### config.mk
export PLATFORM = sky130hd
export DESIGN_NAME = fetch_stage
export DESIGN_NICKNAME = d
export VERILOG_FILES = /design/src/rtl/fetch_stage.sv
export SDC_FILE = /design/constraint.sdc
export NUM_CORES = 2
export LEC_CHECK = 0
export CORE_UTILIZATION = 31
export CTS_BUF_LIST = sky130_fd_sc_hd__clkbuf_2 sky130_fd_sc_hd__clkbuf_4 sky130_fd_sc_hd__clkbuf_8
export DETAILED_ROUTE_END_ITERATION = 8
export GPL_ROUTABILITY_DRIVEN = 0
export PLACE_DENSITY = 0.43
export SLEW_MARGIN = 20
export SYNTH_ARGS = -nofsm -noshare
export SYNTH_HDL_FRONTEND = slang
export SYNTH_SLANG_ARGS = --single-unit
### constraint.sdc
create_clock -name clk -period 7.9 [get_ports clk]
set_input_delay 2.37 -clock clk [delete_from_list [all_inputs] [get_ports clk]]
set_output_delay 2.37 -clock clk [all_outputs]
set_load 0.005 [all_outputs]
### src/rtl/fetch_stage.sv
// Instruction fetch stage: 32x68 program memory with PC, MAR, MDR and IR; FETCH_PC_AUTOINC_EN makes IR_wr also step the PC.
// Latency: 4 edges from MAR_wr to IR valid; output mux is combinational. No backpressure: every strobe acts on its edge.
module fetch_stage (
  input  logic        clk,
  input  logic        rst_n,
  input  logic [4:0]  ProgramCounter_Address_in,
  input  logic        ProgramCounter_wr,
  input  logic        ProgramCounter_rd,
  input  logic        MAR_wr,
  input  logic        MAR_rd,
  input  logic        ProgramMemory_wr,
  input  logic        ProgramMemory_rd,
  input  logic [67:0] Input_instruction,
  input  logic [4:0]  Input_instruction_address,
  input  logic        MDR_wr,
  input  logic        MDR_rd,
  input  logic        IR_wr,
  input  logic        IR_rd,
  output logic [67:0] FetchStage_Output
);

  logic [4:0]  pc_q, pc_d;
  logic [4:0]  mar_q, mar_d;
  logic [4:0]  rd_addr;
  logic [67:0] pm_q, pm_d;
  logic [67:0] mdr_q, mdr_d;
  logic [67:0] ir_q, ir_d;
  logic [67:0] mem [32];
  logic        pc_inc;

`ifdef FETCH_PC_AUTOINC_EN
  assign pc_inc = ProgramCounter_rd | IR_wr;
`else
  assign pc_inc = ProgramCounter_rd;
`endif

  assign rd_addr = MAR_rd ? mar_q : Input_instruction_address;

  always_comb begin
    pc_d = pc_q;
    if (ProgramCounter_wr) begin
      pc_d = ProgramCounter_Address_in;
    end else if (pc_inc) begin
      pc_d = pc_q + 5'd1;
    end
  end

  always_comb begin
    mar_d = MAR_wr ? pc_q : mar_q;
    pm_d  = ProgramMemory_rd ? mem[rd_addr] : pm_q;
    mdr_d = MDR_wr ? pm_q : mdr_q;
    ir_d  = IR_wr ? mdr_q : ir_q;
  end

  always_ff @(posedge clk or negedge rst_n) begin
    if (!rst_n) begin
      pc_q  <= '0;
      mar_q <= '0;
      pm_q  <= '0;
      mdr_q <= '0;
      ir_q  <= '0;
    end else begin
      pc_q  <= pc_d;
      mar_q <= mar_d;
      pm_q  <= pm_d;
      mdr_q <= mdr_d;
      ir_q  <= ir_d;
    end
  end

  // Storage is never reset; the read above samples the pre-edge contents, giving read-before-write.
  always_ff @(posedge clk) begin
    if (rst_n && ProgramMemory_wr) begin
      mem[Input_instruction_address] <= Input_instruction;
    end
  end

  always_comb begin
    if (IR_rd) begin
      FetchStage_Output = ir_q;
    end else if (MDR_rd) begin
      FetchStage_Output = mdr_q;
    end else begin
      FetchStage_Output = pm_q;
    end
  end

endmodule

==> summary by stage <==
GRT
The first-pass GRT wire length is 660100 um. Global routing finished with a remaining overflow of 0. Entering global routing, the biggest net connects 150 pins. The via count of the first global-routing pass is 78.42k. Global routing consumed, over all layers together, 27.12% of the routing resources.

The initial antenna violation count came to 61.

Synthesis
The synthesized netlist net count is 8648. In this run, synthesis inferred 2176 flip-flops with an integrated enable. Summed over its instances, the top area cell type makes up 61.66% of the synthesized netlist area. The dominant cell by count in the synthesized netlist is sky130_fd_sc_hd__edfxtp_1. The netlist area before placement is 106000 sq um. After synthesis, the share of flip-flops with an asynchronous set or reset is 8.954%. Ranked by total cell area, the synthesized netlist is headed by sky130_fd_sc_hd__edfxtp_1 (62%), sky130_fd_sc_hd__a21oi_1 (7.6%), sky130_fd_sc_hd__dfrtp_1 (5.1%).

The fraction of the yosys area taken by sequential cells is 66.71%. The number of warnings reported in the yosys synthesis log is 0. The predominant post-synthesis flop cell is sky130_fd_sc_hd__edfxtp_1.

Sorting the synthesized cells by how often they occur yields sky130_fd_sc_hd__edfxtp_1 (2176), sky130_fd_sc_hd__a21oi_1 (1603), sky130_fd_sc_hd__nand2_1 (583). A synthesized cell averages 12.38 sq um. In the synthesized netlist, the number of instances is 8557. Yosys mapped the design onto 89 distinct sky130hd cell types. The largest total area in the synthesized netlist belongs to sky130_fd_sc_hd__edfxtp_1. The post-synthesis sequential element count is 2390.

Outcome
The final reports fail on DRC. The flow ran to the end, but the final reports show violations.

CTS
Clock tree synthesis found a total of 2390 sinks. The clock-pin slew on the worst setup and hold paths is 0.06 ns. The TritonCTS clock tree is done. The tree is rooted in a sky130_fd_sc_hd__clkbuf_8.

In this run, post-CTS hold repair placed 0 buffers. The number of clock buffers added by TritonCTS is 417. In this run the post-CTS setup repair buffer count came out at 0. The maximum count of clock buffers along a single path is 4. Post-CTS repair changed the size of 0 cells. The H-tree depth reported by CTS is 5. The later pin in the worst-skew pair is clocked with a latency of 1.15 ns.

Timing
The number of hold-slack violations in the final timing report is 0. For the pin with the worst max-slew slack, the measured transition is 1.210 ns. The number of pins exceeding their max-slew limit in the final report is 0.

The shortest period the worst path allows is 6.445 ns. The total negative slack for setup checks is 0 ns. After layout, the worst path uses 81.58% of the clock period. Setup repair after global routing left no endpoint under its margin. Setup violations remaining at the end of the flow were counted as 0. The clock skew is 0.1014 ns.

The max-slew headroom at the worst pin is 19.13%. The fmax is 155.2 MHz.

Worst setup path
In this design, the stage delay of the slowest critical-path cell is 0.54 ns. In this run the worst path has a maximum fanout of 35. The family with the most delay on the worst path is buffers and inverters.

The master of the slowest instance on the critical path is sky130_fd_sc_hd__clkdlybuf4s50_1. The data required time at the worst endpoint is 5.53 ns. The critical path contains buffers and inverters numbering 3 combined. The worst setup path is captured at an output port. The critical setup path kind is input pin to output port. The worst setup path is launched from an input pin.

Traced cell by cell, the critical path runs through buf_4, buf_12, mux2i_1, o21ai_0, clkdlybuf4s50_1. Data arrives at the worst endpoint at 4.08 ns.

Detailed routing
Before antenna repair, the detailed router went through 9 iterations. After detailed routing, the average wire length per cell comes to 35.47 um. The residual antenna-violating net count after detailed routing is 0.

After detailed routing, the number of remaining DRC violations is 35. After detailed routing, the total wire length is 482300 um. Across all layers, the routed design uses 82.16k vias. For this block, the initial DRC count from the detailed router was 10.06k. Dividing the detail-routed via count by the number of cells gives 6.042.

Floorplanning
Once the floorplan was initialized, standard cells occupied 31.16% of the core. The number of placed I/O pins is 158. The floorplan step set the die width to 586.7 um. The initialized floorplan defines 214 standard-cell rows. The die covers 344200 sq um. From bottom edge to top edge, the die measures 586.7 um. The total core area is 340100 sq um.

Worst hold path
The worst hold path belongs to the class flip-flop to flip-flop.

Pwr
In this run the power density over the cells is 260.1 nW/um^2. The leakage dissipation is 39.83 nW. Overall power consumption after layout is estimated at 31.64 mW. The worst vdd rail ir drop is 0.1294 mV.

Cells and area
The final core area utilization is 35.77%. The share of post-route cells with drive strength above 1 is 15.04%. After the last flow step, the layout net total stands at 8807. The layout has 33.00k filler cells. From synthesis to final layout, the design area changed by 14.77%. After routing the design area is 121600 sq um.

In the final layout, the multi-input gates occupy 31710 sq um. The sequential cells in the finished layout cover a total of 70710 sq um.

Placed design
Detailed placement finished with a half-perimeter wire length of 265300 um. Once placement finished, the instance area stood at 113400 sq um. The number of buffers added on ports is 157.

Job
Across the run, the number of max-cap violations was 0.
==> through the flow <==
step,setup WS [ns],std cells,hold WS (ns)
after floorplan,0.9399,8557,0.4647
after global placement,1.123,12831,0.4918
after detailed placement,1.425,12833,0.4954
after CTS,1.414,13579,0.5083
after global routing,1.320,13588,0.5110
final,1.455,13599,0.5057
==> where the power goes <==
part | leakage (nW) | total [mW] | switching [mW] | internal, mW
clock | 4.41 | 11.6 | 5.42 | 6.16
sequential | 22.0 | 14.7 | 0.491 | 14.2
combinational | 13.4 | 5.33 | 3.72 | 1.61
==> state kept, by name (all words and copies together) (netlist names) <==
register,count
pm_q,68
ir_q,68
mar_q,5
mdr_q,68
mem,2176
pc_q,5
==> final cells by class <==
class	instances	share of cell area, %
antenna	20	0.04115
clock buffer	629	6.192
clock inverter	117	0.5679
inverter	72	0.2582
multi-input combinational	5327	26.07
sequential	2390	58.14
tap	4536	4.666
timing repair buffer	508	4.066
==> routing by layer <==
layer / vias to the layer above / wire, um / track usage (%)
met5: - / 128 / 0
met4: 20 / 17110 / 9.464
met3: 874 / 40920 / 4.967
met2: 4478 / 219100 / 42.91
met1: 42929 / 205100 / 37.27
li1: 33859 / - / -
==> worst paths after layout <==
| path | startpoint | endpoint | slack (ns) | cells after the start |
|---|---|---|---|---|
| worst min-delay path | ir_q[43] | ir_q[43] | 0.51 | 1 |
| worst min register to register | ir_q[43] | ir_q[43] | 0.51 | 1 |
| max in group asynchronous | rst_n | pm_q[7] | 4.46 | 3 |
| worst max-delay path | MDR_rd | FetchStage_Output[60] | 1.45 | 5 |
| worst max register to register | mar_q[1] | pm_q[11] | 3.37 | 7 |
| min in group asynchronous | rst_n | pm_q[19] | 1.21 | 1 |
==> worst register-to-register path: stages (launching register included) <==
cell,delay (ns)
sky130_fd_sc_hd__dfrtp_4,0.71
sky130_fd_sc_hd__buf_4,0.50
sky130_fd_sc_hd__nor2b_4,0.69
sky130_fd_sc_hd__a22oi_2,0.51
sky130_fd_sc_hd__nand2_1,0.50
sky130_fd_sc_hd__o21ai_0,0.19
sky130_fd_sc_hd__a2111oi_1,1.07
sky130_fd_sc_hd__o22ai_1,0.20
==> kinds of logic (layout without fill, tap and decap cells) <==
| group | Yosys count | in the layout | synth area share, % |
|---|---|---|---|
| flops | 2390 | 2390 | 66.71 |
| mux | 216 | 216 | 2.226 |
| simple gates | 1466 | 1466 | 6.266 |
| fa+ha+maj | 1 | 1 | 0.01180 |
| other cells | 0 | 20 | 0 |
| buf+inv | 840 | 1326 | 3.795 |
| xor+xnor | 4 | 4 | 0.03306 |
| compound gates | 3640 | 3640 | 20.96 |
==> placed cells by master (no fill, tap or decap), types with 117 or more instances in the layout <==
cell type,n
sky130_fd_sc_hd__nand2_1,581
sky130_fd_sc_hd__a211oi_1,500
sky130_fd_sc_hd__clkbuf_4,180
sky130_fd_sc_hd__nor2_1,329
sky130_fd_sc_hd__dfrtp_1,212
sky130_fd_sc_hd__buf_4,285
sky130_fd_sc_hd__mux2_2,141
sky130_fd_sc_hd__clkbuf_8,449
sky130_fd_sc_hd__edfxtp_1,2176
sky130_fd_sc_hd__clkdlybuf4s50_1,117
sky130_fd_sc_hd__o21ai_0,538
sky130_fd_sc_hd__nand3_1,137
sky130_fd_sc_hd__a31oi_1,174
sky130_fd_sc_hd__a21oi_1,1603
Note: power is estimated with default switching activity, not from simulation.
